File: src/rtl/fetch_stage_pkg.sv
// rtl/fetch_stage_pkg.sv - shared types and constants for the instruction-fetch stage
package fetch_stage_pkg;

    localparam logic [31:0] NOP_WORD   = 32'h0000_0000;
    localparam logic [31:0] WORD_BYTES = 32'd4;

    typedef enum logic [1:0] {
        IDLE = 2'd0,
        REQ  = 2'd1,
        HOLD = 2'd2
    } fetch_state_t;

    typedef struct packed {
        logic [31:0] instr;
        logic [31:0] pc;
        logic [31:0] pc_plus4;
    } ifid_t;

endpackage

File: src/rtl/fetch_stage_ifid_reg.sv
// rtl/fetch_stage_ifid_reg.sv - IF/ID pipeline register with load, hold and clear
module ifid_reg
    import fetch_stage_pkg::*;
(
    input  logic  CLK,
    input  logic  reset,
    input  logic  load,
    input  logic  hold,
    input  logic  clear,
    input  ifid_t d,
    output ifid_t q,
    output logic  valid
);

    // Clear wins over load; hold freezes everything; otherwise an unloaded cycle leaves a bubble
    always_ff @(posedge CLK or posedge reset) begin
        if (reset) begin
            q     <= '0;
            valid <= 1'b0;
        end else if (clear) begin
            q     <= '{instr: NOP_WORD, pc: 32'h0, pc_plus4: 32'h0};
            valid <= 1'b0;
        end else if (load) begin
            q     <= d;
            valid <= 1'b1;
        end else if (!hold) begin
            valid <= 1'b0;
        end
    end

endmodule

File: src/rtl/fetch_stage.sv
// rtl/fetch_stage.sv - instruction fetch over req/ack memory into IF/ID; optional FETCH_PERF_CNT_EN counters
module fetch_stage
    import fetch_stage_pkg::*;
(
    input  logic        CLK,
    input  logic        reset,
    input  logic [31:0] pc_in,
    input  logic        stall,
    input  logic        flush,
    input  logic        branch_taken,
    input  logic [31:0] branch_target,
    output logic        imem_req,
    output logic [31:0] imem_addr,
    input  logic        imem_ack,
    input  logic [31:0] imem_rdata,
    output logic [31:0] next_pc,
    output logic        pc_advance,
    output logic [31:0] instr_out,
    output logic [31:0] pc_out,
    output logic [31:0] pc_plus4_out,
    output logic        valid_out,
`ifdef FETCH_PERF_CNT_EN
    output logic [31:0] fetch_count,
    output logic [31:0] stall_cycles,
`endif
    output logic        misalign
);

    fetch_state_t state, state_nxt;
    logic [31:0]  addr_q;
    logic [31:0]  hold_buf;
    logic         flush_pending;
    logic         adv;
    logic         ifid_load;
    ifid_t        ifid_d;
    ifid_t        ifid_q;
    logic         addr_load;
    logic         buf_load;
    logic         set_pending;
    logic         clr_pending;
    logic         set_mis;

    // Next PC for the PC register; wraps naturally at 2^32
    always_comb begin
        next_pc = branch_taken ? branch_target : (pc_in + WORD_BYTES);
    end

    // FSM state register
    always_ff @(posedge CLK or posedge reset) begin
        if (reset) begin
            state <= IDLE;
        end else begin
            state <= state_nxt;
        end
    end

    // FSM next-state and per-cycle control strobes
    always_comb begin
        state_nxt   = state;
        adv         = 1'b0;
        ifid_load   = 1'b0;
        ifid_d      = '{instr: NOP_WORD, pc: pc_in, pc_plus4: pc_in + WORD_BYTES};
        addr_load   = 1'b0;
        buf_load    = 1'b0;
        set_pending = 1'b0;
        clr_pending = 1'b0;
        set_mis     = 1'b0;
        case (state)
            IDLE: begin
                if (!stall && !flush) begin
                    if (pc_in[1:0] != 2'b00) begin
                        // Misaligned PC: retire a NOP in place of a memory access
                        set_mis   = 1'b1;
                        ifid_load = 1'b1;
                        adv       = 1'b1;
                    end else begin
                        addr_load = 1'b1;
                        state_nxt = REQ;
                    end
                end
            end
            REQ: begin
                if (imem_ack) begin
                    if (flush || flush_pending) begin
                        clr_pending = 1'b1;
                        state_nxt   = IDLE;
                    end else if (stall) begin
                        buf_load  = 1'b1;
                        state_nxt = HOLD;
                    end else begin
                        ifid_load = 1'b1;
                        ifid_d    = '{instr: imem_rdata, pc: addr_q, pc_plus4: addr_q + WORD_BYTES};
                        adv       = 1'b1;
                        state_nxt = IDLE;
                    end
                end else if (flush) begin
                    // Memory cannot be aborted; remember to drop the word when it lands
                    set_pending = 1'b1;
                end
            end
            HOLD: begin
                if (flush) begin
                    state_nxt = IDLE;
                end else if (!stall) begin
                    ifid_load = 1'b1;
                    ifid_d    = '{instr: hold_buf, pc: addr_q, pc_plus4: addr_q + WORD_BYTES};
                    adv       = 1'b1;
                    state_nxt = IDLE;
                end
            end
            default: begin
                state_nxt = IDLE;
            end
        endcase
    end

    assign imem_req   = (state == REQ);
    assign imem_addr  = addr_q;
    assign pc_advance = adv & ~reset;

    // Fetch address, hold buffer, pending-flush and sticky misalign flags
    always_ff @(posedge CLK or posedge reset) begin
        if (reset) begin
            addr_q        <= 32'h0;
            hold_buf      <= NOP_WORD;
            flush_pending <= 1'b0;
            misalign      <= 1'b0;
        end else begin
            if (addr_load) begin
                addr_q <= pc_in;
            end
            if (buf_load) begin
                hold_buf <= imem_rdata;
            end
            if (clr_pending) begin
                flush_pending <= 1'b0;
            end else if (set_pending) begin
                flush_pending <= 1'b1;
            end
            if (set_mis) begin
                misalign <= 1'b1;
            end
        end
    end

    ifid_reg u_ifid (
        .CLK   (CLK),
        .reset (reset),
        .load  (ifid_load),
        .hold  (stall),
        .clear (flush),
        .d     (ifid_d),
        .q     (ifid_q),
        .valid (valid_out)
    );

    assign instr_out    = ifid_q.instr;
    assign pc_out       = ifid_q.pc;
    assign pc_plus4_out = ifid_q.pc_plus4;

`ifdef FETCH_PERF_CNT_EN
    // Accepted-instruction and stall-cycle counters, free-running with wrap
    always_ff @(posedge CLK or posedge reset) begin
        if (reset) begin
            fetch_count  <= 32'h0;
            stall_cycles <= 32'h0;
        end else begin
            if (adv) begin
                fetch_count <= fetch_count + 32'd1;
            end
            if ((state == HOLD) || ((state == IDLE) && stall)) begin
                stall_cycles <= stall_cycles + 32'd1;
            end
        end
    end
`endif

endmodule

File: config.mk
export PLATFORM = sky130hd
export DESIGN_NAME = fetch_stage
export DESIGN_NICKNAME = d
export VERILOG_FILES = /design/src/rtl/fetch_stage_pkg.sv /design/src/rtl/fetch_stage_ifid_reg.sv /design/src/rtl/fetch_stage.sv
export SDC_FILE = /design/constraint.sdc
export NUM_CORES = 1
export LEC_CHECK = 0
export CAP_MARGIN = 10
export CORE_MARGIN = 5
export CORE_UTILIZATION = 34
export CTS_CLUSTER_SIZE = 10
export DETAILED_ROUTE_END_ITERATION = 7
export MAX_ROUTING_LAYER = met4
export PLACE_DENSITY_LB_ADDON = 0.08
export SETUP_SLACK_MARGIN = 0.02
export SLEW_MARGIN = 20
export SYNTH_ARGS = -nofsm -noshare
export SYNTH_HDL_FRONTEND = slang
export SYNTH_SLANG_ARGS = --single-unit
File: constraint.sdc
create_clock -name CLK -period 5.03 [get_ports CLK]
set_input_delay 1.006 -clock CLK [delete_from_list [all_inputs] [get_ports CLK]]
set_output_delay 1.006 -clock CLK [all_outputs]
set_load 0.02 [all_outputs]
Word-level counts from Yosys, hierarchy flattened --
Cells that the tools add are included.
Word-level totals: register bits 165, input bits 102, output and inout port bits 164, logic and storage cells 71
Cells by class: add/subtract/negate cells 2, equal/unequal tests 7, multiplexer cells 42, bitwise logic cells 2, reduce and logical (&&, ||, !) cells 9
Operator list (count):
- 96-bit 2-to-1 mux | 6
- 96-bit case mux with 2 select lines | 1
- 32-bit by 3-bit adder with 32-bit output, second input constant | 2
- 32-bit 2-to-1 mux | 1
- 1-bit 2-to-1 mux | 25
- 2-bit 2-to-1 mux | 7
- 2-bit case mux with 3 select lines | 1
- 2-bit nonzero test | 3
- 2-bit != test, second input constant | 2
- 4-bit AND reduction | 1
- 3-bit by 1-bit != test with 1-bit output, second input constant | 1
- 3-bit != test, second input constant | 1
- 1-bit case mux with 3 select lines | 1
- 2-bit by 1-bit equality test with 1-bit output, second input constant | 1
- 2-bit equality test, second input constant | 1
- 1-bit logical NOT | 2
- 2-bit logical NOT | 1
- 2-bit by 1-bit != test with 1-bit output, second input constant | 1
- 1-bit bitwise AND | 1
- 1-bit logical AND | 1
- 1-bit logical OR | 1
- 1-bit NOT | 1

Logic depth before layout (Yosys ltp) --
Gate-level depths: netlist of run 1.
depth in word-level cells 7, mapped depth 10, mapped depth without buffers 8

By module --
From an unflattened synthesis of run 1, not the netlist that was laid out.
Second synthesis, totals: cell total of the unflattened synthesis 898, area, all modules 9200.1 um^2
Modules (own cells, without submodules):
- fetch_stage | times used 1, cells an instance 584, area an instance 5278.8 um^2, seq. area each 1701.6 um^2
- ifid_reg | times used 1, cells an instance 314, area an instance 3921.3 um^2, seq. area each 2427.3 um^2

Least setup slack after synthesis of run 1 --
No wires, ideal clock.
path type input -> output, start in pc_in[2], end out next_pc[22], arrival time 2.436 ns, required time 4.024 ns, slack 1.588 ns, stages on the path 7, path buffers 0, path through ha_1 > nand3_1 > or2_4 > nor3_4 > and4_1 > xor2_1 > mux2_1
On the way: cells in the longest elaborated chain, start to end 2
Ends and longest elaborated chain:
- start: declaration | line fetch_stage.sv:7 | input logic [31:0] pc_in,
- 32-bit by 3-bit adder with 32-bit output | line fetch_stage.sv:45 | next_pc = branch_taken ? branch_target : (pc_in + WORD_BYTES);
- 32-bit 2-to-1 mux | line fetch_stage.sv:45
- end: declaration | line fetch_stage.sv:16 | output logic [31:0] next_pc,
Every way passes these cells.

Worst setup path after layout of run 1 --
start in pc_in[3], end out next_pc[22]
Same word-level chain as after synthesis.

==> results of run 1 <==
## kinds of logic after synthesis
kind of cell	Yosys count	share of synthesized area (%)
muxes	94	12.25
AOI/OAI and AO/OA	199	15.36
adders and majority gates	6	0.8737
xor gates and xnor gates	56	5.708
DFF	163	47.47
and+or+nand+nor	232	14.61
buffers and inverters	72	3.728
## cell type report
| cell class | instances | area, µm² | area share (%) |
|---|---|---|---|
| inverter | 12 | 48.80 | 0.4020 |
| tap | 330 | 412.9 | 3.401 |
| timing repair buffer | 284 | 2798 | 23.05 |
| sequential | 163 | 4079 | 33.60 |
| clock inverter | 15 | 157.7 | 1.299 |
| clock buffer | 17 | 425.4 | 3.504 |
| multi-input combinational | 587 | 4218 | 34.75 |
## routing by layer
metal  GRT usage, %  wire length (µm)  up-vias
li1               -                 -     3470
met1          28.35             13510     3644
met2          31.98             13820      238
met3          5.021              1878       26
met4          4.481               369        0
met5              -                 0        -
## synthesized netlist by cell type (all sizes together) (18+ instances only)
master	number	area, µm²
a21oi	46	234.0
a221oi	35	306.5
a22oi	44	330.3
clkbuf	45	180.2
dfrtp	163	4079
mux2	89	1002
nand2	71	266.5
nand2b	35	219.0
nand3	27	140.1
nand4	18	131.4
nor2	32	122.6
o21ai	53	265.3
xnor2	22	192.7
xor2	34	297.8
## critical path: stages
cell	delay, ps
clkdlybuf4s50_1	570
ha_1	280
nand3_1	120
or2_4	290
nor3_4	350
and4_1	260
xor2_1	200
mux2_1	160
clkdlybuf4s50_1	600
## report_power, final
| group | total [mW] | switching [mW] | internal, mW |
|---|---|---|---|
| combinational | 2.16 | 1.14 | 1.02 |
| clock | 1.31 | 0.641 | 0.667 |
| sequential | 2.09 | 0.402 | 1.69 |
## final timing paths
path / startpoint / endpoint / slack, ps / cells after the start
worst max-delay path: pc_in[3] / next_pc[22] / 180 / 9
worst min-delay path: u_ifid.q[88]$_DFFE_PP0P_ / u_ifid.q[88]$_DFFE_PP0P_ / 480 / 2
worst max register to register: state[1]$_DFFE_PP0P_ / u_ifid.q[25]$_DFFE_PP0P_ / 1900 / 9
worst min register to register: u_ifid.q[88]$_DFFE_PP0P_ / u_ifid.q[88]$_DFFE_PP0P_ / 480 / 2
max in group asynchronous: reset / hold_buf[29]$_DFFE_PP0P_ / 3120 / 3
min in group asynchronous: reset / u_ifid.q[37]$_DFFE_PP0P_ / 1180 / 3
## sequential cells by signal, summed over array words and instances, names as in the netlist
signal	cells
flush_pending	1
u_ifid.q	94
hold_buf	32
u_ifid.valid	1
misalign	1
imem_addr	32
state	2
## through the flow
stage | area (µm²) | total power, mW
final | 12140 | 5.558
after global routing | 12140 | 5.864
after global placement | 11560 | 4.274
after detailed placement | 11560 | 4.295
after floorplan | 8596 | 3.226
after CTS | 12140 | 5.616
==> impl_metrics.xml, run 1 <==
<?xml version="1.0" encoding="UTF-8"?>
<metrics>
  <group name="drt">
    <metric name="route.detailed.wl_per_inst" unit="µm">21.01</metric>
    <metric name="drtAntennaViolNets" unit="">0</metric>
    <metric name="postRouteWirelength" unit="mm">29.58</metric>
    <metric name="initialDrtViolationCount" unit="">439</metric>
    <metric name="post-route-drc-count" unit="">0</metric>
    <metric name="routed_via_density" unit="">5.240</metric>
    <metric name="routed-via-count" unit="">7378</metric>
    <metric name="dr.pass1.iters" unit="">4</metric>
  </group>
  <group name="placed_design">
    <metric name="buffer_ports.inserted" unit="">265</metric>
    <metric name="dp_hpwl" unit="mm">20.19</metric>
    <metric name="detailedPlace.worstSlack" unit="ps">211.6</metric>
    <metric name="placed_cells_incl_taps" unit="">1376</metric>
    <metric name="globalplace.congestion" unit="">0.7915</metric>
  </group>
  <group name="clock_tree">
    <metric name="insertion_delay" unit="ps">440</metric>
    <metric name="clock_root_buffer" unit="">clkbuf_16</metric>
    <metric name="clk_transition_reported_paths" unit="ps">70</metric>
    <metric name="numCtsBuffers" unit="">17</metric>
    <metric name="clk_sink_count" unit="">163</metric>
    <metric name="post_cts_setup_bufs" unit="">0</metric>
    <metric name="cts_tree" unit="">yes</metric>
    <metric name="cts.hold.buffers_added" unit="">0</metric>
    <metric name="postCtsResizedCells" unit="">0</metric>
    <metric name="cts-htree-levels" unit="">4</metric>
    <metric name="cts_max_path_bufs" unit="">2</metric>
  </group>
  <group name="timing">
    <metric name="min_period_over_period" unit="%">96.44</metric>
    <metric name="maxSlewHeadroom" unit="%">32.46</metric>
    <metric name="postLayoutSetupSlackWorst" unit="ps">178.9</metric>
    <metric name="timing.final.hold_violations" unit="">0</metric>
    <metric name="post-route-min-period" unit="ps">4851</metric>
    <metric name="worst_pin_slew" unit="ps">1013</metric>
    <metric name="worst_hold_slack" unit="ps">481.3</metric>
    <metric name="fin_setup_tns" unit="ps">0</metric>
    <metric name="report.final.setup_viol" unit="">0</metric>
    <metric name="rsz0062_at_grt" unit="">no</metric>
    <metric name="clock.fmax" unit="MHz">206.1</metric>
    <metric name="worst_clock_skew" unit="ps">19.12</metric>
    <metric name="maxSlewViolCount" unit="">0</metric>
  </group>
  <group name="global_route">
    <metric name="grt_first_pass_wirelength" unit="mm">45.26</metric>
    <metric name="grt_start_max_net_pins" unit="">164</metric>
    <metric name="grt_antenna_before_repair" unit="">0</metric>
    <metric name="grt_usage" unit="%">20.88</metric>
    <metric name="grt.overflow.total" unit="">0</metric>
    <metric name="grt_pass1_vias" unit="">7493</metric>
  </group>
  <group name="job">
    <metric name="cap_violations" unit="">0</metric>
  </group>
  <group name="status">
    <metric name="status" unit="">completed</metric>
  </group>
  <group name="critical_path">
    <metric name="worstSetupStartpointType" unit="">primary input</metric>
    <metric name="timing.setup.critical_path_class" unit="">primary input to output port</metric>
    <metric name="timing.critical_path.to_type" unit="">output port</metric>
    <metric name="critical_path_peak_fanout" unit="">5</metric>
    <metric name="critical_path_arrival" unit="ps">3850</metric>
    <metric name="timing.critical_path.required" unit="ps">4020</metric>
  </group>
  <group name="synth">
    <metric name="yosys_most_used_dff" unit="">dfrtp_1</metric>
    <metric name="count_of_different_cell_masters_after_synthesis" unit="">55</metric>
    <metric name="synth-edff-count" unit="">0</metric>
    <metric name="synth.ff_latch_count" unit="">163</metric>
    <metric name="synth.avg_cell_area" unit="µm²">10.45</metric>
    <metric name="synth-async-reset-ratio" unit="%">100.0</metric>
    <metric name="syn-cell-area" unit="µm²">8592</metric>
    <metric name="synth.yosys.seq_area_share" unit="%">47.47</metric>
    <metric name="synth_net_count" unit="">930</metric>
    <metric name="yosys_warnings" unit="">0</metric>
    <metric name="synthCells" unit="">822</metric>
  </group>
  <group name="finish">
    <metric name="final_layout_size_suffix_gt1_share" unit="%">15.03</metric>
    <metric name="layout_net_count" unit="">1173</metric>
    <metric name="nFillCells" unit="">2408</metric>
    <metric name="layout.cells.most_common" unit="">clkdlybuf4s50_1</metric>
    <metric name="mostFrequentLayoutCells" unit="">clkdlybuf4s50_1, dfrtp_1, mux2_2, nand2_1, o21ai_0</metric>
    <metric name="areaGrowthSynthToFinish" unit="%">41.28</metric>
    <metric name="layout.cells.non_filler" unit="">1408</metric>
    <metric name="diodes" unit="">0</metric>
    <metric name="final_core_utilization" unit="%">48.49</metric>
  </group>
  <group name="floorplanning">
    <metric name="core-area" unit="µm²">25040</metric>
    <metric name="vertical_die_dimension" unit="µm">169.0</metric>
    <metric name="initial_core_utilization" unit="%">34.32</metric>
    <metric name="placement_rows" unit="">58</metric>
    <metric name="io_pins" unit="">266</metric>
    <metric name="floorplan.die_area" unit="µm²">28550</metric>
    <metric name="die_width" unit="µm">169.0</metric>
  </group>
  <group name="power_and_ir_drop">
    <metric name="areal_power_density_over_the_cells" unit="nW/µm²">457.8</metric>
    <metric name="ir_worst_vdd" unit="mV">0.2020</metric>
    <metric name="static-leakage-power" unit="nW">4.898</metric>
  </group>
  <group name="hold_path">
    <metric name="hold_path_class" unit="">register to register</metric>
  </group>
</metrics>
No activity file was read; power rests on OpenSTA's default activity.
==> run 2, diff against run 1 <==
--- a/config.mk
+++ b/config.mk
@@ -12,7 +12,7 @@
 export DETAILED_ROUTE_END_ITERATION = 7
 export MAX_ROUTING_LAYER = met4
 export PLACE_DENSITY_LB_ADDON = 0.08
-export SETUP_SLACK_MARGIN = 0.02
+export SETUP_SLACK_MARGIN = 0.1
 export SLEW_MARGIN = 20
 export SYNTH_ARGS = -nofsm -noshare
 export SYNTH_HDL_FRONTEND = slang
==> impl_metrics.xml, run 2 (synthesis results as in run 1) <==
<?xml version="1.0" encoding="UTF-8"?>
<metrics>
  <group name="critical_path">
    <metric name="timing.critical_path.required" unit="ps">4020</metric>
    <metric name="cpMostUsedCell" unit="">clkdlybuf4s50_1</metric>
    <metric name="critical_path.slowest_cell" unit="">clkdlybuf4s50_1</metric>
    <metric name="worst-path-buf-inv" unit="">2</metric>
    <metric name="cp_slowest_stage_delay" unit="ps">600</metric>
    <metric name="worstSetupStartpointType" unit="">primary input</metric>
    <metric name="critical_path_peak_fanout" unit="">5</metric>
    <metric name="register_to_register_setup_slack" unit="ps">1920</metric>
    <metric name="timing.setup.critical_path_class" unit="">primary input to output port</metric>
    <metric name="path_delay_family" unit="">buffers and inverters</metric>
    <metric name="timing.critical_path.to_type" unit="">output port</metric>
    <metric name="timing.critical_path.cells" unit="">clkdlybuf4s50_1, ha_1, nand3_1, or2_4, nor3_4, and4_1, xor2_1, mux2_1, clkdlybuf4s50_1</metric>
    <metric name="critical_path_arrival" unit="ps">3790</metric>
  </group>
  <group name="clock_tree">
    <metric name="clk_sink_count" unit="">163</metric>
    <metric name="cts_tree" unit="">yes</metric>
    <metric name="cts-htree-levels" unit="">4</metric>
    <metric name="numCtsBuffers" unit="">17</metric>
    <metric name="post_cts_setup_bufs" unit="">0</metric>
    <metric name="clk_transition_reported_paths" unit="ps">70</metric>
    <metric name="insertion_delay" unit="ps">440</metric>
    <metric name="clock_root_buffer" unit="">clkbuf_16</metric>
    <metric name="cts_max_path_bufs" unit="">2</metric>
  </group>
  <group name="finish">
    <metric name="areaGrowthSynthToFinish" unit="%">41.34</metric>
    <metric name="final_layout_size_suffix_gt1_share" unit="%">15.03</metric>
    <metric name="largest_reg_flops" unit="">94</metric>
    <metric name="mostFrequentLayoutCells" unit="">clkdlybuf4s50_1, dfrtp_1, mux2_2, nand2_1, o21ai_0</metric>
    <metric name="layout.cells.most_common" unit="">clkdlybuf4s50_1</metric>
    <metric name="post-route-cell-area" unit="µm²">12140</metric>
    <metric name="diodes" unit="">0</metric>
    <metric name="nFillCells" unit="">2407</metric>
    <metric name="layout_net_count" unit="">1173</metric>
    <metric name="top_register" unit="">u_ifid.q</metric>
  </group>
  <group name="global_route">
    <metric name="grt.overflow.total" unit="">0</metric>
    <metric name="grt_antenna_before_repair" unit="">0</metric>
    <metric name="grt_pass1_vias" unit="">7493</metric>
    <metric name="grt_start_max_net_pins" unit="">164</metric>
    <metric name="grt_first_pass_wirelength" unit="mm">45.26</metric>
    <metric name="grt_usage" unit="%">20.88</metric>
  </group>
  <group name="timing">
    <metric name="report.final.setup_viol" unit="">0</metric>
    <metric name="worst_pin_slew" unit="ps">997.1</metric>
    <metric name="rsz0062_at_grt" unit="">no</metric>
    <metric name="clock.fmax" unit="MHz">208.6</metric>
    <metric name="postLayoutSetupSlackWorst" unit="ps">235.6</metric>
    <metric name="post-route-min-period" unit="ps">4794</metric>
    <metric name="min_period_over_period" unit="%">95.32</metric>
    <metric name="worst_clock_skew" unit="ps">18.65</metric>
    <metric name="timing.final.hold_violations" unit="">0</metric>
    <metric name="fin_setup_tns" unit="ps">0</metric>
    <metric name="maxSlewViolCount" unit="">0</metric>
    <metric name="maxSlewHeadroom" unit="%">33.53</metric>
  </group>
  <group name="power_and_ir_drop">
    <metric name="areal_power_density_over_the_cells" unit="nW/µm²">457.4</metric>
    <metric name="p_comb_share" unit="%">38.8</metric>
    <metric name="clock_network_power_share" unit="%">23.5</metric>
    <metric name="static-leakage-power" unit="nW">4.898</metric>
    <metric name="intPower" unit="mW">3.378</metric>
    <metric name="power_frac_seq" unit="%">37.6</metric>
    <metric name="ir_worst_vdd" unit="mV">0.2013</metric>
    <metric name="p_sw_share" unit="%">39.18</metric>
    <metric name="total_switching_power" unit="mW">2.176</metric>
  </group>
  <group name="drt">
    <metric name="post-route-drc-count" unit="">0</metric>
    <metric name="routed_via_density" unit="">5.262</metric>
    <metric name="routed-via-count" unit="">7409</metric>
    <metric name="initialDrtViolationCount" unit="">386</metric>
    <metric name="route.detailed.wl_per_inst" unit="µm">21.02</metric>
    <metric name="dr.pass1.iters" unit="">5</metric>
    <metric name="drtAntennaViolNets" unit="">0</metric>
    <metric name="postRouteWirelength" unit="mm">29.60</metric>
  </group>
  <group name="floorplanning">
    <metric name="placement_rows" unit="">58</metric>
    <metric name="vertical_die_dimension" unit="µm">169.0</metric>
    <metric name="io_pins" unit="">266</metric>
    <metric name="core-area" unit="µm²">25040</metric>
    <metric name="initial_core_utilization" unit="%">34.32</metric>
    <metric name="die_width" unit="µm">169.0</metric>
    <metric name="floorplan.die_area" unit="µm²">28550</metric>
  </group>
  <group name="status">
    <metric name="status" unit="">completed</metric>
  </group>
  <group name="placed_design">
    <metric name="cell_area_after_placement" unit="µm²">11560</metric>
    <metric name="detailedPlace.worstSlack" unit="ps">211.6</metric>
    <metric name="buffer_ports.inserted" unit="">265</metric>
    <metric name="globalplace.congestion" unit="">0.7915</metric>
    <metric name="dp_hpwl" unit="mm">20.19</metric>
  </group>
  <group name="job">
    <metric name="cap_violations" unit="">0</metric>
  </group>
  <group name="hold_path">
    <metric name="hold_path_class" unit="">register to register</metric>
  </group>
</metrics>
-- run 2: cell count changes in the layout (fill, tap and decap cells not counted) --
cell / previous run / this run
nor2_2: 1 / 0
nor2_4: 1 / 2
-- run 2: area by class of cell --
class | instances | area, µm² | share of cell area (%)
multi-input combinational | 587 | 4223 | 34.77
sequential | 163 | 4079 | 33.59
timing repair buffer | 284 | 2798 | 23.04
clock buffer | 17 | 425.4 | 3.503
tap | 330 | 412.9 | 3.400
clock inverter | 15 | 157.7 | 1.298
inverter | 12 | 48.80 | 0.4018
-- run 2: repair_timing --
item                       in CTS  in global routing
hold buffers                    0                  0
setup endpoints to repair       0                  4
resized for setup               0                  1
-- run 2: path summary, 6_finish.rpt --
path	from	end	cells after the start
setup / recovery	pc_in[3]	next_pc[22]	9
hold / removal	u_ifid.q[88]$_DFFE_PP0P_	u_ifid.q[88]$_DFFE_PP0P_	2
setup reg to reg	state[1]$_DFFE_PP0P_	u_ifid.q[25]$_DFFE_PP0P_	9
hold reg to reg	u_ifid.q[88]$_DFFE_PP0P_	u_ifid.q[88]$_DFFE_PP0P_	2
max in group asynchronous	reset	u_ifid.q[61]$_DFFE_PP0P_	3
min in group asynchronous	reset	u_ifid.q[37]$_DFFE_PP0P_	3
-- run 2: per-stage QoR --
stage               total power, mW  util (%)  instances  hold slack, ps
finish                        5.554     48.51       1408           482.7
global route                  5.864     48.51       1408           510.0
CTS                           5.616     48.49       1408           480.0
detailed placement            4.295     46.16       1376           463.0
global placement              4.274     46.16       1376           442.0
floorplan                     3.226         -        822           459.0
-- run 2: power by group through the flow --
| stage | combinational, mW | sequential (mW) | clock (mW) |
|---|---|---|---|
| floorplan | 0.896 | 2.33 | 0 |
| global placement | 2.17 | 2.10 | 0 |
| detailed placement | 2.18 | 2.12 | 0 |
| CTS | 2.19 | 2.09 | 1.34 |
| global route | 2.32 | 2.15 | 1.39 |
| finish | 2.16 | 2.09 | 1.31 |
-- run 2: worst min-delay path: stages (launching register included) --
cell and delay, ps:
dfrtp_1 350, nand2_1 40, o21ai_0 60
-- run 2: per-layer routing --
metal	share of wire, %	GRT usage [%]	up-vias
li1	-	-	3467
met1	46	28.35	3681
met2	47	31.98	235
met3	6.1	5.021	26
met4	1.2	4.481	0
met5	0	-	-
